### config.mk
export PLATFORM = sky130hd
export DESIGN_NAME = cavlc_coeff_count
export DESIGN_NICKNAME = d
export VERILOG_FILES = /design/src/rtl/cavlc_coeff_count_pkg.sv /design/src/rtl/cavlc_nc_buffer.sv /design/src/rtl/cavlc_coeff_count.sv
export SDC_FILE = /design/constraint.sdc
export NUM_CORES = 1
export LEC_CHECK = 0
export CAP_MARGIN = 20
export CORE_AREA = 2 2 239 241
export DETAILED_ROUTE_END_ITERATION = 10
export DIE_AREA = 0 0 241 243
export HOLD_SLACK_MARGIN = 0.06
export PLACE_DENSITY = 0.77
export SYNTH_ARGS = -nofsm -noshare
export SYNTH_HDL_FRONTEND = slang
export SYNTH_SLANG_ARGS = --single-unit
### constraint.sdc
create_clock -name clk -period 24.3 [get_ports clk]
set_clock_uncertainty 0.15 [all_clocks]
set_input_delay 4.86 -clock clk [delete_from_list [all_inputs] [get_ports clk]]
set_output_delay 4.86 -clock clk [all_outputs]
set_load 0.01 [all_outputs]
### src/rtl/cavlc_coeff_count_pkg.sv
// Shared types for the CAVLC coefficient-count stage: zig-zag LUT, FSM states,
// coefficient width and the registered scalar result bundle.
package cavlc_coeff_count_pkg;

   localparam int CAVLC_COEF_W = 15;

   typedef enum logic [1:0] {
      ST_IDLE,
      ST_SCAN,
      ST_NCPRED,
      ST_OUT
   } state_t;

   typedef struct packed {
      logic [1:0] row;
      logic [1:0] col;
   } zz_pos_t;

   localparam zz_pos_t ZZ_LUT [0:15] = '{
      '{2'd0, 2'd0}, '{2'd0, 2'd1}, '{2'd1, 2'd0}, '{2'd2, 2'd0},
      '{2'd1, 2'd1}, '{2'd0, 2'd2}, '{2'd0, 2'd3}, '{2'd1, 2'd2},
      '{2'd2, 2'd1}, '{2'd3, 2'd0}, '{2'd3, 2'd1}, '{2'd2, 2'd2},
      '{2'd1, 2'd3}, '{2'd2, 2'd3}, '{2'd3, 2'd2}, '{2'd3, 2'd3}
   };

   typedef struct packed {
      logic [4:0] total_coeff;
      logic [1:0] trailing_ones;
      logic [2:0] t1_signs;
      logic [3:0] total_zeros;
      logic [4:0] nc;
   } cavlc_res_t;

endpackage

### src/rtl/cavlc_nc_buffer.sv
// Top/left TotalCoeff history of neighbouring 4x4 blocks and the nC prediction
// from them; only present when CAVLC_NC_PRED_EN is defined.
`ifdef CAVLC_NC_PRED_EN
module cavlc_nc_buffer #(
   parameter int FRAME_WIDTH  = 1920,
   parameter int FRAME_HEIGHT = 1088
) (
   input  logic       clk,
   input  logic       rst_n,
   input  logic       wr_en_i,
   input  logic [9:0] x_i,
   input  logic [9:0] y_i,
   input  logic [4:0] tc_i,
   output logic [4:0] nc_o
);

   localparam int TOP_N  = FRAME_WIDTH / 4;
   localparam int LEFT_N = FRAME_HEIGHT / 4;
   localparam int TW     = $clog2(TOP_N);
   localparam int LW     = $clog2(LEFT_N);

   logic [4:0]    top_q  [0:TOP_N-1];
   logic [4:0]    left_q [0:LEFT_N-1];
   logic [TW-1:0] top_idx;
   logic [LW-1:0] left_idx;
   logic [4:0]    n_a;
   logic [4:0]    n_b;
   logic [5:0]    sum;
   logic          avail_a;
   logic          avail_b;

   assign top_idx  = TW'(x_i >> 2);
   assign left_idx = LW'(y_i >> 2);
   assign avail_a  = (x_i != 10'd0);
   assign avail_b  = (y_i != 10'd0);
   assign n_a      = left_q[left_idx];
   assign n_b      = top_q[top_idx];
   assign sum      = 6'(n_a) + 6'(n_b) + 6'd1;

   always_comb begin
      nc_o = 5'd0;
      case ({avail_a, avail_b})
         2'b11:   nc_o = sum[5:1];
         2'b10:   nc_o = n_a;
         2'b01:   nc_o = n_b;
         default: nc_o = 5'd0;
      endcase
   end

   // Reads above see the pre-write contents, so the current block never predicts from itself.
   always_ff @(posedge clk or negedge rst_n) begin
      if (!rst_n) begin
         for (int i = 0; i < TOP_N; i++) top_q[i] <= 5'd0;
         for (int i = 0; i < LEFT_N; i++) left_q[i] <= 5'd0;
      end else if (wr_en_i) begin
         top_q[top_idx]   <= tc_i;
         left_q[left_idx] <= tc_i;
      end
   end

endmodule
`endif

### src/rtl/cavlc_coeff_count.sv
// Reverse zig-zag scan of one 4x4 block into CAVLC syntax parameters plus nC.
// Neighbour prediction is built only when CAVLC_NC_PRED_EN is defined.
module cavlc_coeff_count
   import cavlc_coeff_count_pkg::*;
#(
   parameter int FRAME_WIDTH  = 1920,
   parameter int FRAME_HEIGHT = 1088,
   parameter int COEF_W       = CAVLC_COEF_W
) (
   input  logic                     clk,
   input  logic                     rst,
   input  logic                     dctq_valid,
   input  logic [9:0]               topleft_x,
   input  logic [9:0]               topleft_y,
   input  logic signed [COEF_W-1:0] DCTQ_4x4 [0:3][0:3],
   output logic                     cavlc_cnt_ready,
   output logic                     coef_valid_o,
   input  logic                     coef_ready_i,
   output logic [4:0]               total_coeff_o,
   output logic [1:0]               trailing_ones_o,
   output logic [2:0]               t1_signs_o,
   output logic [3:0]               total_zeros_o,
   output logic [4:0]               nc_o,
   output logic signed [COEF_W-1:0] levels_o [0:15],
   output logic [3:0]               runs_o [0:15],
   output logic [9:0]               blk_x_o,
   output logic [9:0]               blk_y_o
);

   localparam logic signed [COEF_W-1:0] ONE       = COEF_W'(1);
   localparam logic signed [COEF_W-1:0] MINUS_ONE = '1;

   state_t                    state_q;
   logic [3:0]                idx_q;
   logic signed [COEF_W-1:0]  blk_q [0:3][0:3];
   logic [9:0]                x_q;
   logic [9:0]                y_q;
   logic [4:0]                tc_q;
   logic [1:0]                t1_q;
   logic [2:0]                signs_q;
   logic                      big_q;
   logic [4:0]                last_q;
   logic [3:0]                run_q;
   logic signed [COEF_W-1:0]  lvl_q [0:15];
   logic [3:0]                runs_q [0:15];
   cavlc_res_t                res_q;
   logic                      valid_q;
   logic                      ready_q;
   zz_pos_t                   pos;
   logic signed [COEF_W-1:0]  coef;
   logic                      coef_one;
   logic [4:0]                nc_d;

   assign pos      = ZZ_LUT[idx_q];
   assign coef     = blk_q[pos.row][pos.col];
   assign coef_one = (coef == ONE) || (coef == MINUS_ONE);

`ifdef CAVLC_NC_PRED_EN
   cavlc_nc_buffer #(
      .FRAME_WIDTH  (FRAME_WIDTH),
      .FRAME_HEIGHT (FRAME_HEIGHT)
   ) u_nc_buffer (
      .clk     (clk),
      .rst_n   (rst),
      .wr_en_i (state_q == ST_NCPRED),
      .x_i     (x_q),
      .y_i     (y_q),
      .tc_i    (tc_q),
      .nc_o    (nc_d)
   );
`else
   logic unused_cfg;
   assign unused_cfg = ^{FRAME_WIDTH, FRAME_HEIGHT};
   assign nc_d       = 5'd0;
`endif

   always_ff @(posedge clk) begin
      if (state_q == ST_IDLE && dctq_valid) blk_q <= DCTQ_4x4;
   end

   always_ff @(posedge clk or negedge rst) begin
      if (!rst) begin
         state_q <= ST_IDLE;
         idx_q   <= 4'd0;
         x_q     <= 10'd0;
         y_q     <= 10'd0;
         tc_q    <= 5'd0;
         t1_q    <= 2'd0;
         signs_q <= 3'd0;
         big_q   <= 1'b0;
         last_q  <= 5'd0;
         run_q   <= 4'd0;
         for (int i = 0; i < 16; i++) begin
            lvl_q[i]  <= '0;
            runs_q[i] <= 4'd0;
         end
         res_q   <= '0;
         valid_q <= 1'b0;
         ready_q <= 1'b1;
      end else begin
         case (state_q)
            ST_IDLE: begin
               if (dctq_valid) begin
                  state_q <= ST_SCAN;
                  ready_q <= 1'b0;
                  idx_q   <= 4'd15;
                  x_q     <= topleft_x;
                  y_q     <= topleft_y;
                  tc_q    <= 5'd0;
                  t1_q    <= 2'd0;
                  signs_q <= 3'd0;
                  big_q   <= 1'b0;
                  last_q  <= 5'd0;
                  run_q   <= 4'd0;
                  for (int i = 0; i < 16; i++) begin
                     lvl_q[i]  <= '0;
                     runs_q[i] <= 4'd0;
                  end
               end
            end
            // One scan position per cycle, highest frequency first.
            ST_SCAN: begin
               if (coef != '0) begin
                  lvl_q[tc_q[3:0]] <= coef;
                  if (tc_q != 5'd0) runs_q[tc_q[3:0] - 4'd1] <= run_q;
                  run_q <= 4'd0;
                  tc_q  <= tc_q + 5'd1;
                  if (tc_q == 5'd0) last_q <= {1'b0, idx_q} + 5'd1;
                  if (coef_one && !big_q && t1_q != 2'd3) begin
                     signs_q[t1_q] <= coef[COEF_W-1];
                     t1_q          <= t1_q + 2'd1;
                  end else if (!coef_one) begin
                     big_q <= 1'b1;
                  end
               end else if (tc_q != 5'd0) begin
                  run_q <= run_q + 4'd1;
               end
               if (idx_q == 4'd0) state_q <= ST_NCPRED;
               else               idx_q   <= idx_q - 4'd1;
            end
            ST_NCPRED: begin
               res_q.total_coeff   <= tc_q;
               res_q.trailing_ones <= t1_q;
               res_q.t1_signs      <= signs_q;
               res_q.total_zeros   <= 4'(last_q - tc_q);
               res_q.nc            <= nc_d;
               valid_q             <= 1'b1;
               state_q             <= ST_OUT;
            end
            ST_OUT: begin
               if (coef_ready_i) begin
                  valid_q <= 1'b0;
                  ready_q <= 1'b1;
                  state_q <= ST_IDLE;
               end
            end
            default: state_q <= ST_IDLE;
         endcase
      end
   end

   assign cavlc_cnt_ready = ready_q;
   assign coef_valid_o    = valid_q;
   assign total_coeff_o   = res_q.total_coeff;
   assign trailing_ones_o = res_q.trailing_ones;
   assign t1_signs_o      = res_q.t1_signs;
   assign total_zeros_o   = res_q.total_zeros;
   assign nc_o            = res_q.nc;
   assign levels_o        = lvl_q;
   assign runs_o          = runs_q;
   assign blk_x_o         = x_q;
   assign blk_y_o         = y_q;

endmodule

==> impl_results.md <==
* Status: finished clean
* Drt first pass iters at 6
* Post-Synthesis Cells at 2541
* GPL Wtd Cong at 0.869
* Max-Cap Viols at 0
* Post-synth top area cell: dfrtp_1
* Fin. max-slew vios at 0
* Most common cell after layout, fill and taps aside: clkdlybuf4s50_1
* Fin crit share at 30.6%
* Setup tns final at 0 ns
* Area growth, synth to finish at 31.2%
* Worst min path class: reg -> reg
* Remaining antenna violation count at 0
* Relative slew margins at 23.0%
* Synthesized cell area at 0.0270 sq mm
* Layout cells sized above 1 at 6.71%
* Fin cells at 3860
* Utilization after layout at 63.4%
* DR WL/cell at 22.5 microns
* Post-CTS Hold Buffers at 0
* Worst R2R Start: idx_q[0]
* Setup repair after global routing missed its margin: no
* Clk slew on worst S/H paths at 0.06 ns
* Design Power at 4.33 mW
* Worst-Skew Late Latency at 0.60 ns
* Post-synth top area share at 33.7%
* Die height at 243 microns
* Largest net degree at the start of global routing at 168
* Worst path required time at 24.62 ns
* Power per Cell Area at 122 mW/mm^2
* CTS tree: done
* Hold depth at 2
* Post-CTS Setup Inserts at 0
* Cell variety after synth at 78
* IR drop worst, VDD at 0.0000935 V
* # port buffers at 603
* GR Overflow Total at 0
* Yosys reg bits at 605
* CTS Buffer Depth at 3
* Internal reg-to-reg setup slack at 17.46 ns
* CP arrival at 7.76 ns
* Row count at 87
* Vias in the first global route at 21900
* Die Area at 0.0586 sq mm
* Fin crit period at 7.44 ns
* Die width at 241 microns
* Sink Count at 605
* Post-Route WL at 86800 microns
* Clock buffer count from CTS at 66
* R2R Path End: tc_q[4]
* CP max FO at 107
* Worst hold endpoint: levels_o[83]
* Synth Warn # at 0
* Initial DRC Count at 2338
* Via count at 22300
* Static leakage at 13.7 nW
* CP startpoint kind: input port
* Hpwl dp at 59200 microns
* CTS root buffer: clkbuf_16
* Hold Path Origin: levels_o[83]
* Critical Path End Type: register
* Core Footprint at 0.0560 sq mm
* Nets at 3352
* GRT Util Overall at 29.3%
* Final Hold Vio Count at 0
* CTS resizes at 0
* Setup violations, final at 0
* Register area share after synthesis at 60.5%
* IO Pins at 609
* Initial antenna violation count at 2
* Vias per cell at 5.78
* Slew of the pin with the lowest slew margin at 1.16 ns
* Commonest register cell after synthesis: dfrtp_1
* R2r worst-path depth at 17
* Post-Syn Area per Cell at 10.6 sq um
* CP Class: in -> reg
* First-pass GRT wire length at 130000 microns
* Largest cells by area after synthesis: dfrtp_1 (34%), edfxtp_1 (27%), nand2_1 (6.2%)
* # placed instances at 3740
* Residual DRC count at 0
* Initial Utilization at 48.3%
* Async SR Flop Fraction at 60.3%
* Fmax at 0.134 GHz
* Commonest non-fill, non-tap cells in the layout: clkdlybuf4s50_1 (602), nand2_1 (443), dfrtp_1 (364), edfxtp_1 (240), nor2_1 (234)
* CTS H-tree lvls at 3
* Number of synthesized flops with an enable pin at 240
## worst max-delay path, cell delays in order
cell	delay (ns)
clkdlybuf4s50_1	0.48
nand2_1	0.25
o21ai_1	0.18
o31ai_4	0.11
buf_4	0.77
buf_4	0.40
buf_16	0.37
or4_1	0.18
nand3_1	0.09
## stage by stage
step           setup WS (ns)  hold WS [ns]  instance area (sq um)
3_3_place_gp           15.74         0.334                  33200
6_report               16.86         0.351                  35500
2_1_floorplan          11.25         0.325                  27000
4_1_cts                16.24         0.350                  35400
3_5_place_dp           15.62         0.344                  33200
5_1_grt                16.68         0.374                  35500
## synthesized netlist by cell type, types with 7 or more instances
library cell	count
a21oi_1	224
a221oi_1	8
a22o_1	43
a22oi_1	9
a32oi_1	8
and3_1	15
buf_2	12
buf_4	32
buf_6	11
buf_8	11
clkbuf_1	120
dfrtp_1	364
edfxtp_1	240
ha_1	31
inv_1	32
mux2_2	47
mux2i_1	38
mux4_2	9
nand2_1	443
nand2b_1	8
nand3_1	116
nor2_1	234
nor3_1	21
o21ai_0	169
o21ai_1	95
o21bai_1	7
o22ai_1	19
o311ai_1	64
xnor2_1	8
## state kept, by name (all words and copies together) (netlist names), 4 cells and up
signal         count
blk_q            240
levels_o         240
runs_o            64
blk_x_o           10
blk_y_o           10
tc_q               5
total_coeff_o      5
idx_q              4
last_q             4
run_q              4
total_zeros_o      4
## report_power, final
group / internal [mW] / leakage [nW] / switching, mW
logic: 0.663 / 5.41 / 1.18
registers: 1.32 / 7.21 / 0.164
clock network: 0.593 / 1.05 / 0.412
## metal layers
metal / track usage, % / wire (microns) / up-vias
li1: - / - / 10100
met1: 37.0 / 33300 / 10900
met2: 48.1 / 42200 / 1097
met3: 5.90 / 7310 / 198
met4: 14.1 / 3920 / 0
met5: 0 / 0 / -
## layout make-up
| class | instances | area (sq um) |
|---|---|---|
| fillers | 4339 | 20500 |
| flip-flops and latches | 605 | 16300 |
| multi-input cells | 1709 | 9500 |
| repair buffers | 640 | 6370 |
| clock buffers | 85 | 1810 |
| well taps | 756 | 946 |
| clock inverters | 29 | 338 |
| inverters | 34 | 140 |
| diodes | 2 | 5.00 |
## worst max path at each step
stage                     cells after the start  slack [ns]        from          to
after floorplan                               4       11.25  dctq_valid  blk_x_o[1]
after global placement                        8       15.74  dctq_valid     tc_q[4]
after detailed placement                      8       15.62  dctq_valid     tc_q[4]
after CTS                                     8       16.24  dctq_valid     tc_q[4]
after global routing                          9       16.68  dctq_valid     tc_q[4]
final                                         9       16.86  dctq_valid     tc_q[4]
## cell families after synthesis
kind of cell	share of synthesized area, %
flip-flops	60.5
buffers and inverters	4.57
other	0.0139
AND/OR/NAND/NOR	13.5
XOR/XNOR	0.259
AO/OA/AOI/OAI	15.6
multiplexers	4.11
adder cells (fa/ha/maj)	1.51
Power figures use the tool's default switching activity.
